===== config.mk =====
export PLATFORM = sky130hd
export DESIGN_NAME = serial_addsub_engine
export DESIGN_NICKNAME = d
export VERILOG_FILES = /design/src/rtl/serial_addsub_engine.sv
export SDC_FILE = /design/constraint.sdc
export NUM_CORES = 1
export LEC_CHECK = 0
export CAP_MARGIN = 20
export CORE_AREA = 2 2 69 71
export CTS_CLUSTER_DIAMETER = 50
export DETAILED_ROUTE_END_ITERATION = 16
export DIE_AREA = 0 0 71 73
export PLACE_DENSITY = 0.73
export SYNTH_ARGS = -nofsm -noshare
export SYNTH_HDL_FRONTEND = slang
export SYNTH_SLANG_ARGS = --single-unit
export TNS_END_PERCENT = 100

===== constraint.sdc =====
create_clock -name clk -period 2.24 [get_ports clk]
set_input_delay 0.224 -clock clk [delete_from_list [all_inputs] [get_ports clk]]
set_output_delay 0.224 -clock clk [all_outputs]
set_load 0.05 [all_outputs]

===== src/rtl/serial_addsub_engine.sv =====
// rtl/serial_addsub_engine.sv - bit-serial add/subtract sequencer around a one-bit full adder

module full_adder_onebit (
    input  logic a,
    input  logic b,
    input  logic sel,
    input  logic cin,
    output logic sum,
    output logic cout
);
    logic bx;

    // sel inverts B so the same cell subtracts when carry-in starts at 1
    assign bx   = b ^ sel;
    assign sum  = a ^ bx ^ cin;
    assign cout = (a & bx) | (cin & (a ^ bx));
endmodule

module serial_addsub_engine #(
    parameter int WIDTH = 8,
    parameter int CNT_W = 4
) (
    input  logic             clk,
    input  logic             rst_n,
    input  logic             start,
    input  logic             op,
    input  logic [WIDTH-1:0] opa,
    input  logic [WIDTH-1:0] opb,
    output logic             busy,
    output logic             done,
    output logic [WIDTH-1:0] result,
    output logic             carryout,
    output logic             overflow,
    output logic             zero
);
    typedef enum logic [1:0] {IDLE, SHIFT, DONE} state_t;

    localparam logic [CNT_W-1:0] LAST = CNT_W'(WIDTH - 1);

    state_t           state, state_nxt;
    logic [WIDTH-1:0] a_sh, b_sh, r_sh;
    logic [WIDTH-1:0] r_next;
    logic             op_q;
    logic             carry_reg;
    logic [CNT_W-1:0] cnt;
    logic             fa_sum, fa_cout;
    logic             accept, last_bit;

    full_adder_onebit u_fa (
        .a    (a_sh[0]),
        .b    (b_sh[0]),
        .sel  (op_q),
        .cin  (carry_reg),
        .sum  (fa_sum),
        .cout (fa_cout)
    );

    assign accept   = start && (state != SHIFT);
    assign last_bit = (state == SHIFT) && (cnt == LAST);
    assign r_next   = {fa_sum, r_sh[WIDTH-1:1]};

    assign busy = (state == SHIFT);
    assign done = (state == DONE);

    always_ff @(posedge clk or negedge rst_n) begin
        if (!rst_n) begin
            state <= IDLE;
        end else begin
            state <= state_nxt;
        end
    end

    always_comb begin
        state_nxt = state;
        case (state)
            IDLE:    if (start) state_nxt = SHIFT;
            SHIFT:   if (cnt == LAST) state_nxt = DONE;
            DONE:    state_nxt = start ? SHIFT : IDLE;
            default: state_nxt = IDLE;
        endcase
    end

    always_ff @(posedge clk or negedge rst_n) begin
        if (!rst_n) begin
            a_sh      <= '0;
            b_sh      <= '0;
            r_sh      <= '0;
            op_q      <= 1'b0;
            carry_reg <= 1'b0;
            cnt       <= '0;
            result    <= '0;
            carryout  <= 1'b0;
            overflow  <= 1'b0;
            zero      <= 1'b0;
        end else if (accept) begin
            // carry seeded with op supplies the +1 of the two's complement
            a_sh      <= opa;
            b_sh      <= opb;
            r_sh      <= '0;
            op_q      <= op;
            carry_reg <= op;
            cnt       <= '0;
        end else if (state == SHIFT) begin
            a_sh      <= a_sh >> 1;
            b_sh      <= b_sh >> 1;
            r_sh      <= r_next;
            carry_reg <= fa_cout;
            cnt       <= cnt + 1'b1;
            if (last_bit) begin
                // carry_reg still holds the carry into the MSB here
                result   <= r_next;
                carryout <= fa_cout;
                overflow <= carry_reg ^ fa_cout;
                zero     <= (r_next == '0);
            end
        end
    end
endmodule


After elaboration in Yosys (flattened, before gate mapping) --
Index checks and enable logic that the tools add are counted.
Storage, ports and cells: memories 0, RAM bits 0, input port bits 20, flip-flop bits (word level) 43, bits in read-only memories 0, latch bits 0
Cells by class: $add $sub $neg 1, muxes and demuxes 14, multipliers 0, div/mod/pow operators 0, eq/ne operators 6, shift operators 0, reduce and logical (&&, ||, !) cells 7, bitwise gates (word level) 8, $lt $le $gt $ge 0
Operators with widths (count):
- $mux W8 | 6
- $logic_not A8 Y1 | 1
- $mux W4 | 2
- $pmux W2 S3 | 1
- $add A4 B1 Y4 const B | 1
- $eq A4 B3 Y1 const B | 1
- $mux W2 | 2
- $ne A2 B1 Y1 const B | 2
- $xor A1 B1 Y1 | 4
- $mux W1 | 3
- $reduce_and A3 Y1 | 1
- $and A1 B1 Y1 | 2
- $eq A2 B1 Y1 const B | 1
- $eq A2 B2 Y1 const B | 1
- $logic_and A1 B1 Y1 | 2
- $logic_not A2 Y1 | 1
- $ne A2 B2 Y1 const B | 1
- $reduce_and A2 Y1 | 1
- $reduce_bool A2 Y1 | 1
- $not A1 Y1 | 1
- $or A1 B1 Y1 | 1

Longest topological paths before layout --
Gate-level depths: netlist of run 1.
depth in word-level cells 6, depth in mapped cells 7

Modules after synthesis --
From an unflattened synthesis of run 1, not the netlist that was laid out.
Second synthesis, totals: cell total of the unflattened synthesis 165, area total of the unflattened synthesis 1905.6 um^2
Modules (own cells, without submodules):
- serial_addsub_engine | sequential area each 1051.0 um^2, area each 1861.8 um^2, cells each 159, times used 1
- full_adder_onebit | sequential area each 0.0 um^2, area each 43.8 um^2, cells each 6, times used 1

Worst setup path before layout of run 1 --
No wires, ideal clock.
path type flip-flop to flip-flop, start reg op_q, end reg zero, required time 2.115 ns, arrival time 1.433 ns, slack 0.681 ns, period minus slack after synthesis 1.559 ns, cell stages (with the launch flop) 5, cell sequence dfrtp_1 xnor2_1 fa_1 and4b_1 mux2_4
Between the ends: longest elaborated chain between the ends 4
RTL lines:
- start, declared | RTL line 43 | logic op_q;
- start signal, assigned | RTL line 100 | op_q <= op;
- $xor A1 B1 Y1 | RTL line 14 | assign bx = b ^ sel;
- $xor A1 B1 Y1 (2 in series) | RTL line 15 | assign sum = a ^ bx ^ cin;
- $logic_not A8 Y1 | RTL line 114 | zero <= (r_next == '0);
- end signal, assigned | RTL line 114
- end, declared | RTL line 34 | output logic zero
Every way passes these cells. A chain may end at the register's enable or synchronous reset.

Worst setup path in the final report of run 1 --
start reg state[1], end out busy
Between the ends: longest elaborated chain between the ends 1
RTL lines:
- start, declared | RTL line 40 | state_t state, state_nxt;
- start signal, assigned | RTL line 69 | state <= state_nxt;
- $eq A2 B1 Y1 | RTL line 62 | assign busy = (state == SHIFT);
- end, declared | RTL line 29 | output logic busy,
Every way passes these cells.

==> metrics.md, run 1 <==
| Metric | Value |
|---|---|
| First-pass GRT wire length | `5.60 mm` |
| NumNets Final | `223` |
| Crit-path max FO | `22` |
| Fmax | `0.509 GHz` |
| Crit start category | `register` |
| Placer Congestion | `0.761` |
| Clk_skew | `0.00333 ns` |
| R2R depth | `4` |
| Post-synthesis register bit count | `42` |
| Number of global-route vias before repair | `1243` |
| Max Cap Viol | `0` |
| Register area share after synthesis | `55.6%` |
| Slew Viols, Final | `0` |
| WS Path Type | `reg -> out` |
| Normalized max-slew margin | `64.9%` |
| R2R Path End | `cnt[2]` |
| Routed WL per cell | `12.3 um` |
| Clock transition at the registers of the reported paths | `0.07 ns` |
| Most used cell, CP | `buf_12` |
| Synth Warn # | `0` |
| Avg Inst Size Synth | `11.4 um2` |
| Critical Path Source | `state[1]` |
| Leak pwr | `0.00107 uW` |
| Status | `finished, final reports clean` |
| CTS Sinks | `42` |
| Ant. Diodes | `0` |
| Largest registers | `a_sh: 8 flops, b_sh: 8 flops, result: 8 flops` |
| Post-CTS setup buffer count | `0` |
| Fillers | `418` |
| FF+latch area | `1050 um2` |
| Top post-synthesis cells by count | `dfrtp_1, nand2_1, o21ai_0, mux2i_1, mux2_4` |
| Setup violators final | `0` |
| DRC | `0` |
| DP HPWL | `2.13 mm` |
| Synth top area cells | `dfrtp_1, mux2i_1, o21ai_0` |
| Post-Synthesis Cells | `166` |
| DR vias | `1241` |
| Maximum vdd ir drop | `0.680 mV` |
| CP peak stage delay | `0.42 ns` |
| Multi-input logic area | `742 um2` |
| Root Buffer | `clkbuf_8` |
| Mapped Nets | `188` |
| Largest net degree at the start of global routing | `43` |
| Area leader, netlist | `dfrtp_1` |
| CTS max path bufs | `2` |
| Gr usage total | `13.8%` |
| DIE AREA | `5180 um2` |
| CP Capture Type | `output port` |
| Layout Cells excl Fill | `255` |
| CTS H-tree lvls | `2` |
| Core ar. | `4540 um2` |
| Synth unique cells | `27` |
| Area growth syn-to-layout | `24.0%` |
| Die extent in x | `71 um` |
| 1st-iter DRT viols | `61` |
| Cell with the most instances after synthesis | `dfrtp_1` |
| R2r startpoint | `state[1]` |
| Worst Path Required | `2.02 ns` |
| Power Density | `1390 nW/um2` |
| CTS tree | `done` |
| CP max stage cell | `inv_1` |
| Post-route ant nets | `0` |
| Worst-Margin Slew | `0.527 ns` |
| Initial antenna violation count | `0` |
| Cells traversed along the worst timing path | `nand2b_1, inv_1, buf_12, buf_12` |
| Part of the cycle the worst path needs | `87.8%` |
| Later-pin clock latency in the skew report | `0.29 ns` |
| Placement row count | `25` |
| Die boundary height | `73 um` |
| Number of flops mapped to enable cells by yosys | `0` |
| IO Pins | `33` |
| Post-Syn Area | `1890 um2` |
| Setup TNS | `0 ns` |
| Vias per cell | `4.87` |
| CP endpoint | `busy` |
| Fraction of registers with async set/reset | `100%` |
| Prevailing post-synth register cell | `dfrtp_1` |
| Hold buffers post-CTS | `0` |
| Number of hold violations in the final report | `0` |
| Grt total ovfl | `0` |
| Input/output buffers | `32` |
| Worst hold path class | `in -> async` |
| Worst reg2reg setup slack | `0.55 ns` |
| Tmin final | `1.97 ns` |
| Unrepaired setup endpoints after global routing | `false` |
| Layout cell share with drive strength beyond 1 | `11.9%` |
| WP data arrival | `1.74 ns` |
| CTS Buf Count | `5` |
| Cells after DPL | `248` |
| Post-synth top area share | `55.6%` |
| Initial DRT Pass Iterations | `4` |
| Post-CTS sizing | `0` |
| Routed WL | `3.14 mm` |
| Initial Util | `41.7%` |
==> through the flow <==
| stage | power [uW] | hold WS (ns) | area (um2) | utilization, % | setup WS (ns) |
|---|---|---|---|---|---|
| after detailed placement | 2850 | 0.325 | 2270 | 50.0 | 0.580 |
| after global routing | 3520 | 0.0495 | 2340 | 51.6 | 0.148 |
| final | 3270 | 0.00483 | 2340 | 51.6 | 0.274 |
| after global placement | 2820 | 0.319 | 2270 | 50.0 | 0.609 |
| after floorplan | 2410 | -0.0716 | 1890 | - | 0.681 |
| after CTS | 3310 | 0.0155 | 2340 | 51.6 | 0.261 |
==> routing by layer <==
layer / vias up / wire, um / GRT usage [%]
met4: 0 / 38 / 5.66
met2: 29 / 1470 / 21.6
met5: - / 0 / 0
li1: 629 / - / -
met1: 578 / 1490 / 18.2
met3: 5 / 145 / 3.87
==> layout make-up <==
class | count | share of cell area, %
multi-input cells | 108 | 31.7
inverters | 6 | 0.962
clock buffers | 7 | 3.26
well taps | 54 | 2.88
repair buffers | 38 | 16.3
flip-flops and latches | 42 | 44.9
==> report_power, final <==
part	total [uW]	switching (uW)	internal [uW]
Clock	445	230	214
Combinational	1510	862	653
Sequential	1310	218	1090
Total	3270	1310	1960
==> placed cells by master, fill, tap and decap left out, types with 2 or more instances in the layout <==
cell type / instances
inv_1: 6
mux2_2: 3
xnor2_1: 2
buf_4: 5
o21ai_0: 26
buf_12: 2
mux2_4: 7
clkdlybuf4s50_1: 30
dfrtp_1: 42
nand2_1: 32
clkbuf_1: 2
nor2_1: 3
clkbuf_8: 5
nand3_1: 4
mux2i_1: 19
==> cells by family after synthesis <==
group	count (synthesis)	share of synthesized area, %
muxes	29	17.4
buffers and inverters	16	5.10
and+or+nand+nor	46	11.0
adders and majority gates	2	1.72
AOI/OAI and AO/OA	29	8.21
xor gates and xnor gates	2	0.927
DFF	42	55.6
==> critical path: cells and delay by family, from the launching register on <==
family                 cells  cell delay (ns)
buffers and inverters      3             0.77
flip-flops                 1             0.37
AND/OR/NAND/NOR            1             0.31
==> worst min path at each step <==
| stage | to | depth (start not counted) | slack [ns] | from |
|---|---|---|---|---|
| 6_report | result[4] | 2 | 0.005 | rst_n |
| 5_1_grt | b_sh[1] | 2 | 0.05 | rst_n |
| 4_1_cts | b_sh[7] | 2 | 0.02 | rst_n |
| 3_5_place_dp | result[4] | 2 | 0.32 | rst_n |
| 3_3_place_gp | result[2] | 2 | 0.32 | rst_n |
| 2_1_floorplan | a_sh[0] | 0 | -0.07 | rst_n |
Power figures use the tool's default switching activity.
==> run 2, diff against run 1 <==
CORE_AREA = 2 2 68 70   (was 2 2 69 71)
DIE_AREA = 0 0 70 72   (was 0 0 71 73)
PLACE_DENSITY = 0.74   (was 0.73)
==> run 2 against run 1 <==
  * Global-route usage is 0.61 points higher
  * Core utilization is 3.2 points higher
  * Sequential power hardly changed
  * Register-to-register slack worse by 0.02 ns
  * Clock-buffer cell count stayed put
  * Worst setup slack worse by 0.036 ns
  * Critical path type unchanged
  * Largest cell class unchanged
==> metrics.md, run 2 (synthesized netlist as in run 1, its figures left out) <==
| Metric | Value |
|---|---|
| Status | `finished, final reports clean` |
| Setup violators final | `0` |
| Unrepaired setup endpoints after global routing | `false` |
| Layout cell share with drive strength beyond 1 | `11.1%` |
| Number of hold violations in the final report | `0` |
| Max Cap Viol | `0` |
| Worst hold path class | `in -> async` |
| Vias per cell | `5.02` |
| Slew Viols, Final | `0` |
| Post-route ant nets | `0` |
| Root Buffer | `clkbuf_8` |
| Hold slack | `0.0779 ns` |
| Non-Filler Cell Area, Final | `2340 um2` |
| DP HPWL | `2.24 mm` |
| IO Pins | `33` |
| DRC | `0` |
| Maximum vdd ir drop | `0.620 mV` |
| WP data arrival | `1.78 ns` |
| Cells traversed along the worst timing path | `nand2b_1, inv_1, buf_12, buf_12` |
| Initial antenna violation count | `0` |
| Most common cell after layout, fill and taps aside | `dfrtp_1` |
| Fillers | `373` |
| CTS max path bufs | `2` |
| Post-CTS sizing | `0` |
| Routing usage on met3 | `4.58%` |
| WS Path Type | `reg -> out` |
| Normalized max-slew margin | `38.0%` |
| Power Density | `1400 nW/um2` |
| Crit start category | `register` |
| CTS H-tree lvls | `2` |
| Grt peak-use layer | `met2` |
| Power Total | `3280 uW` |
| CTS Buf Count | `5` |
| Routed WL per cell | `12.8 um` |
| Grt total ovfl | `0` |
| CP peak stage delay | `0.44 ns` |
| Post-DP Area | `2260 um2` |
| Tmin final | `2.00 ns` |
| Die boundary height | `72 um` |
| 1st-iter DRT viols | `82` |
| Die extent in x | `70 um` |
| Routed WL | `3.21 mm` |
| Final WS setup | `0.238 ns` |
| Later-pin clock latency in the skew report | `0.29 ns` |
| Most used cell, CP | `buf_12` |
| Clk_skew | `0.00311 ns` |
| Crit-path max FO | `24` |
| CTS Sinks | `42` |
| Met1 Use GR | `18.2%` |
| Worst Path Required | `2.02 ns` |
| Area growth syn-to-layout | `23.7%` |
| Gr usage total | `14.4%` |
| DR vias | `1259` |
| Core ar. | `4260 um2` |
| Leak pwr | `0.00107 uW` |
| Setup TNS | `0 ns` |
| Commonest non-fill, non-tap cells in the layout | `dfrtp_1, nand2_1, clkdlybuf4s50_1` |
| Post-CTS setup buffer count | `0` |
| Ant. Diodes | `0` |
| CP Capture Type | `output port` |
| DIE AREA | `5040 um2` |
| Placement row count | `24` |
| Initial Util | `44.3%` |
| CP max stage cell | `inv_1` |
| Place WS | `0.523 ns` |
| CTS tree | `done` |
| NumNets Final | `221` |
| WP buf/inv | `3` |
| Largest net degree at the start of global routing | `43` |
| Placer Congestion | `0.725` |
| First-pass GRT wire length | `5.77 mm` |
| Number of global-route vias before repair | `1296` |
| Largest registers | `a_sh: 8 flops, b_sh: 8 flops, result: 8 flops` |
| Part of the cycle the worst path needs | `89.4%` |
| Clock transition at the registers of the reported paths | `0.07 ns` |
| Hold buffers post-CTS | `0` |
| Fmax | `0.499 GHz` |
| Worst-Margin Slew | `0.929 ns` |
| Top Family by Delay on Critical Path | `buffers and inverters` |
| Input/output buffers | `32` |
| Initial DRT Pass Iterations | `4` |
| Met2 GRT Util | `22.8%` |
run 2: cell types whose count changed in the layout (fill, tap and decap cells not counted), sizes merged:
cell / delta
buf: -2
run 2: path summary, 6_finish.rpt:
| path | from | end | slack (ns) | depth (start not counted) |
|---|---|---|---|---|
| worst max-delay path | state[1] | busy | 0.24 | 4 |
| worst min register to register | b_sh[1] | b_sh[0] | 0.48 | 2 |
| worst max register to register | state[1] | result[4] | 0.53 | 4 |
| max in group asynchronous | rst_n | zero | 1.59 | 1 |
| min in group clk | b_sh[1] | b_sh[0] | 0.48 | 2 |
| worst min-delay path | rst_n | b_sh[4] | 0.08 | 1 |
run 2: per-layer routing:
layer	vias up	part of all wire, %
met5	-	0
met4	0	2.1
met3	9	5.5
met2	35	45
met1	586	47
li1	629	-
run 2: worst reg2reg max path: stages (launching register included):
cell	delay [ns]
dfrtp_1	0.38
nand2b_1	0.31
nor3_4	0.39
buf_12	0.19
mux2_2	0.33
run 2: final cells by class:
type | count | area [um2] | share of cell area [%]
clock buffers | 7 | 76.3 | 3.27
inverters | 6 | 22.5 | 0.964
multi-input cells | 108 | 742 | 31.7
flip-flops and latches | 42 | 1050 | 45.0
well taps | 52 | 65.1 | 2.78
repair buffers | 36 | 380 | 16.3
run 2: through the flow:
stage	util, %	std cells
floorplan	-	166
global placement	53.0	244
detailed placement	53.0	244
CTS	54.8	251
global route	54.8	251
finish	54.8	251
run 2: power breakdown:
part | switching [uW] | leakage, uW | internal [uW]
Clock | 229 | 0.0000383 | 214
Combinational | 868 | 0.000497 | 657
Sequential | 226 | 0.000530 | 1090
==> run 3, diff against run 2 <==
MAX_ROUTING_LAYER = met4   (was default)
SLEW_MARGIN = 10   (was default)
==> run 3 against run 2 <==
  * Sequential share of layout area unchanged
  * Fmax about the same
  * Sequential cell count unchanged
  * Die area unchanged
  * Via count increased by 0.16%
  * Critical path depth unchanged
  * Clock power about the same
  * Worst setup slack got worse by 0.00089 ns
  * Global-route usage increased by 0.44 points
  * Largest cell class unchanged
==> metrics.md, run 3 (synthesized netlist as in run 1, its figures left out) <==
| Metric | Value |
|---|---|
| Status | `finished, final reports clean` |
| Initial antenna violation count | `0` |
| Grt total ovfl | `0` |
| Number of global-route vias before repair | `1296` |
| Sw frac | `40.3%` |
| WP buf/inv | `3` |
| Setup violators final | `0` |
| DR vias | `1261` |
| Post-DP Area | `2260 um2` |
| Crit start category | `register` |
| Flop pwr share | `40.1%` |
| Die boundary height | `72 um` |
| CTS Buf Count | `5` |
| CP Capture Type | `output port` |
| Non-Filler Cell Area, Final | `2340 um2` |
| Routed WL per cell | `12.8 um` |
| IO Pins | `33` |
| Clock power frac | `13.5%` |
| NetSw | `1320 uW` |
| Setup TNS | `0 ns` |
| Combinational power share | `46.4%` |
| Power Density | `1410 nW/um2` |
| Initial Util | `44.3%` |
| Normalized max-slew margin | `38.0%` |
| WS Path Type | `reg -> out` |
| Placement row count | `24` |
| CTS Sinks | `42` |
| Most used cell, CP | `buf_12` |
| Largest registers | `a_sh: 8 flops, b_sh: 8 flops, result: 8 flops` |
| Post-CTS setup buffer count | `0` |
| Root Buffer | `clkbuf_8` |
| Most common cell after layout, fill and taps aside | `dfrtp_1` |
| Placer Congestion | `0.734` |
| Input/output buffers | `32` |
| DIE AREA | `5040 um2` |
| Die extent in x | `70 um` |
| Hold buffers post-CTS | `0` |
| Crit-path max FO | `24` |
| Largest net degree at the start of global routing | `43` |
| 1st-iter DRT viols | `84` |
| CTS max path bufs | `2` |
| Post-route ant nets | `0` |
| CP max stage cell | `inv_1` |
| Commonest non-fill, non-tap cells in the layout | `dfrtp_1, nand2_1, clkdlybuf4s50_1` |
| Clock transition at the registers of the reported paths | `0.07 ns` |
| Cells traversed along the worst timing path | `nand2b_1, inv_1, buf_12, buf_12` |
| Clk_skew | `0.00301 ns` |
| WP data arrival | `1.78 ns` |
| Internal power | `1960 uW` |
| Worst-Margin Slew | `0.929 ns` |
| Layout cell share with drive strength beyond 1 | `11.1%` |
| DP HPWL | `2.24 mm` |
| Leak pwr | `0.00107 uW` |
| Vias per cell | `5.02` |
| Slew Viols, Final | `0` |
| Routed WL | `3.21 mm` |
| Max Cap Viol | `0` |
| Maximum vdd ir drop | `0.620 mV` |
| Worst Path Required | `2.02 ns` |
| NumNets Final | `221` |
| Worst hold path class | `in -> async` |
| Later-pin clock latency in the skew report | `0.29 ns` |
| Part of the cycle the worst path needs | `89.4%` |
| Post-CTS sizing | `0` |
| Core ar. | `4260 um2` |
| Initial DRT Pass Iterations | `4` |
| Gr usage total | `14.8%` |
| Number of hold violations in the final report | `0` |
| Ant. Diodes | `0` |
| Tmin final | `2.00 ns` |
| Fmax | `0.499 GHz` |
| CTS tree | `done` |
| Area growth syn-to-layout | `23.7%` |
| CP peak stage delay | `0.44 ns` |
| Unrepaired setup endpoints after global routing | `false` |
| DRC | `0` |
| First-pass GRT wire length | `5.77 mm` |
| CTS H-tree lvls | `2` |
| Top Family by Delay on Critical Path | `buffers and inverters` |
run 3: cell counts in the layout (fill, tap and decap cells not counted):
Identical to the previous run, type by type.
run 3: worst paths after layout:
| kind | depth (start not counted) | to | slack [ns] | startpoint |
|---|---|---|---|---|
| hold / removal | 1 | b_sh[4] | 0.08 | rst_n |
| max in group asynchronous | 1 | zero | 1.59 | rst_n |
| hold reg to reg | 2 | b_sh[0] | 0.48 | b_sh[1] |
| min in group clk | 2 | b_sh[0] | 0.48 | b_sh[1] |
| setup reg to reg | 4 | result[4] | 0.53 | state[1] |
| setup / recovery | 4 | busy | 0.24 | state[1] |
run 3: metrics by stage:
stage | utilization (%) | hold WS, ns | instances | power (uW) | setup WS [ns]
after floorplan | - | -0.0716 | 166 | 2410 | 0.681
after global placement | 53.0 | 0.411 | 244 | 2830 | 0.572
after detailed placement | 53.0 | 0.416 | 244 | 2880 | 0.523
after CTS | 54.8 | 0.101 | 251 | 3340 | 0.213
after global routing | 54.8 | 0.162 | 251 | 3520 | 0.104
final | 54.8 | 0.0773 | 251 | 3280 | 0.237
run 3: per-layer routing:
layer  wire [um]  vias to the layer above  GRT usage (%)
li1            -                      629              -
met1        1550                      586           18.5
met2        1440                       35           22.8
met3         161                       11           4.17
met4          67                        0           6.84
met5           0                        -              -
run 3: layout make-up:
cell class	instances	area, um2
clock buffer	7	76.3
fill	373	1930
inverter	6	22.5
multi-input combinational	108	742
sequential	42	1050
tap	52	65.1
timing repair buffer	36	380
run 3: worst register-to-register path: stages (launching register included):
cell	delay [ns]
dfrtp_1	0.38
nand2b_1	0.31
nor3_4	0.39
buf_12	0.19
mux2_2	0.33
run 3: power groups by stage:
| stage | registers [uW] | clock network (uW) | logic, uW |
|---|---|---|---|
| floorplan | 1610 | 0 | 800 |
| global placement | 1320 | 0 | 1510 |
| finish | 1320 | 444 | 1520 |
| global route | 1360 | 492 | 1670 |
| CTS | 1320 | 469 | 1550 |
| detailed placement | 1330 | 0 | 1550 |
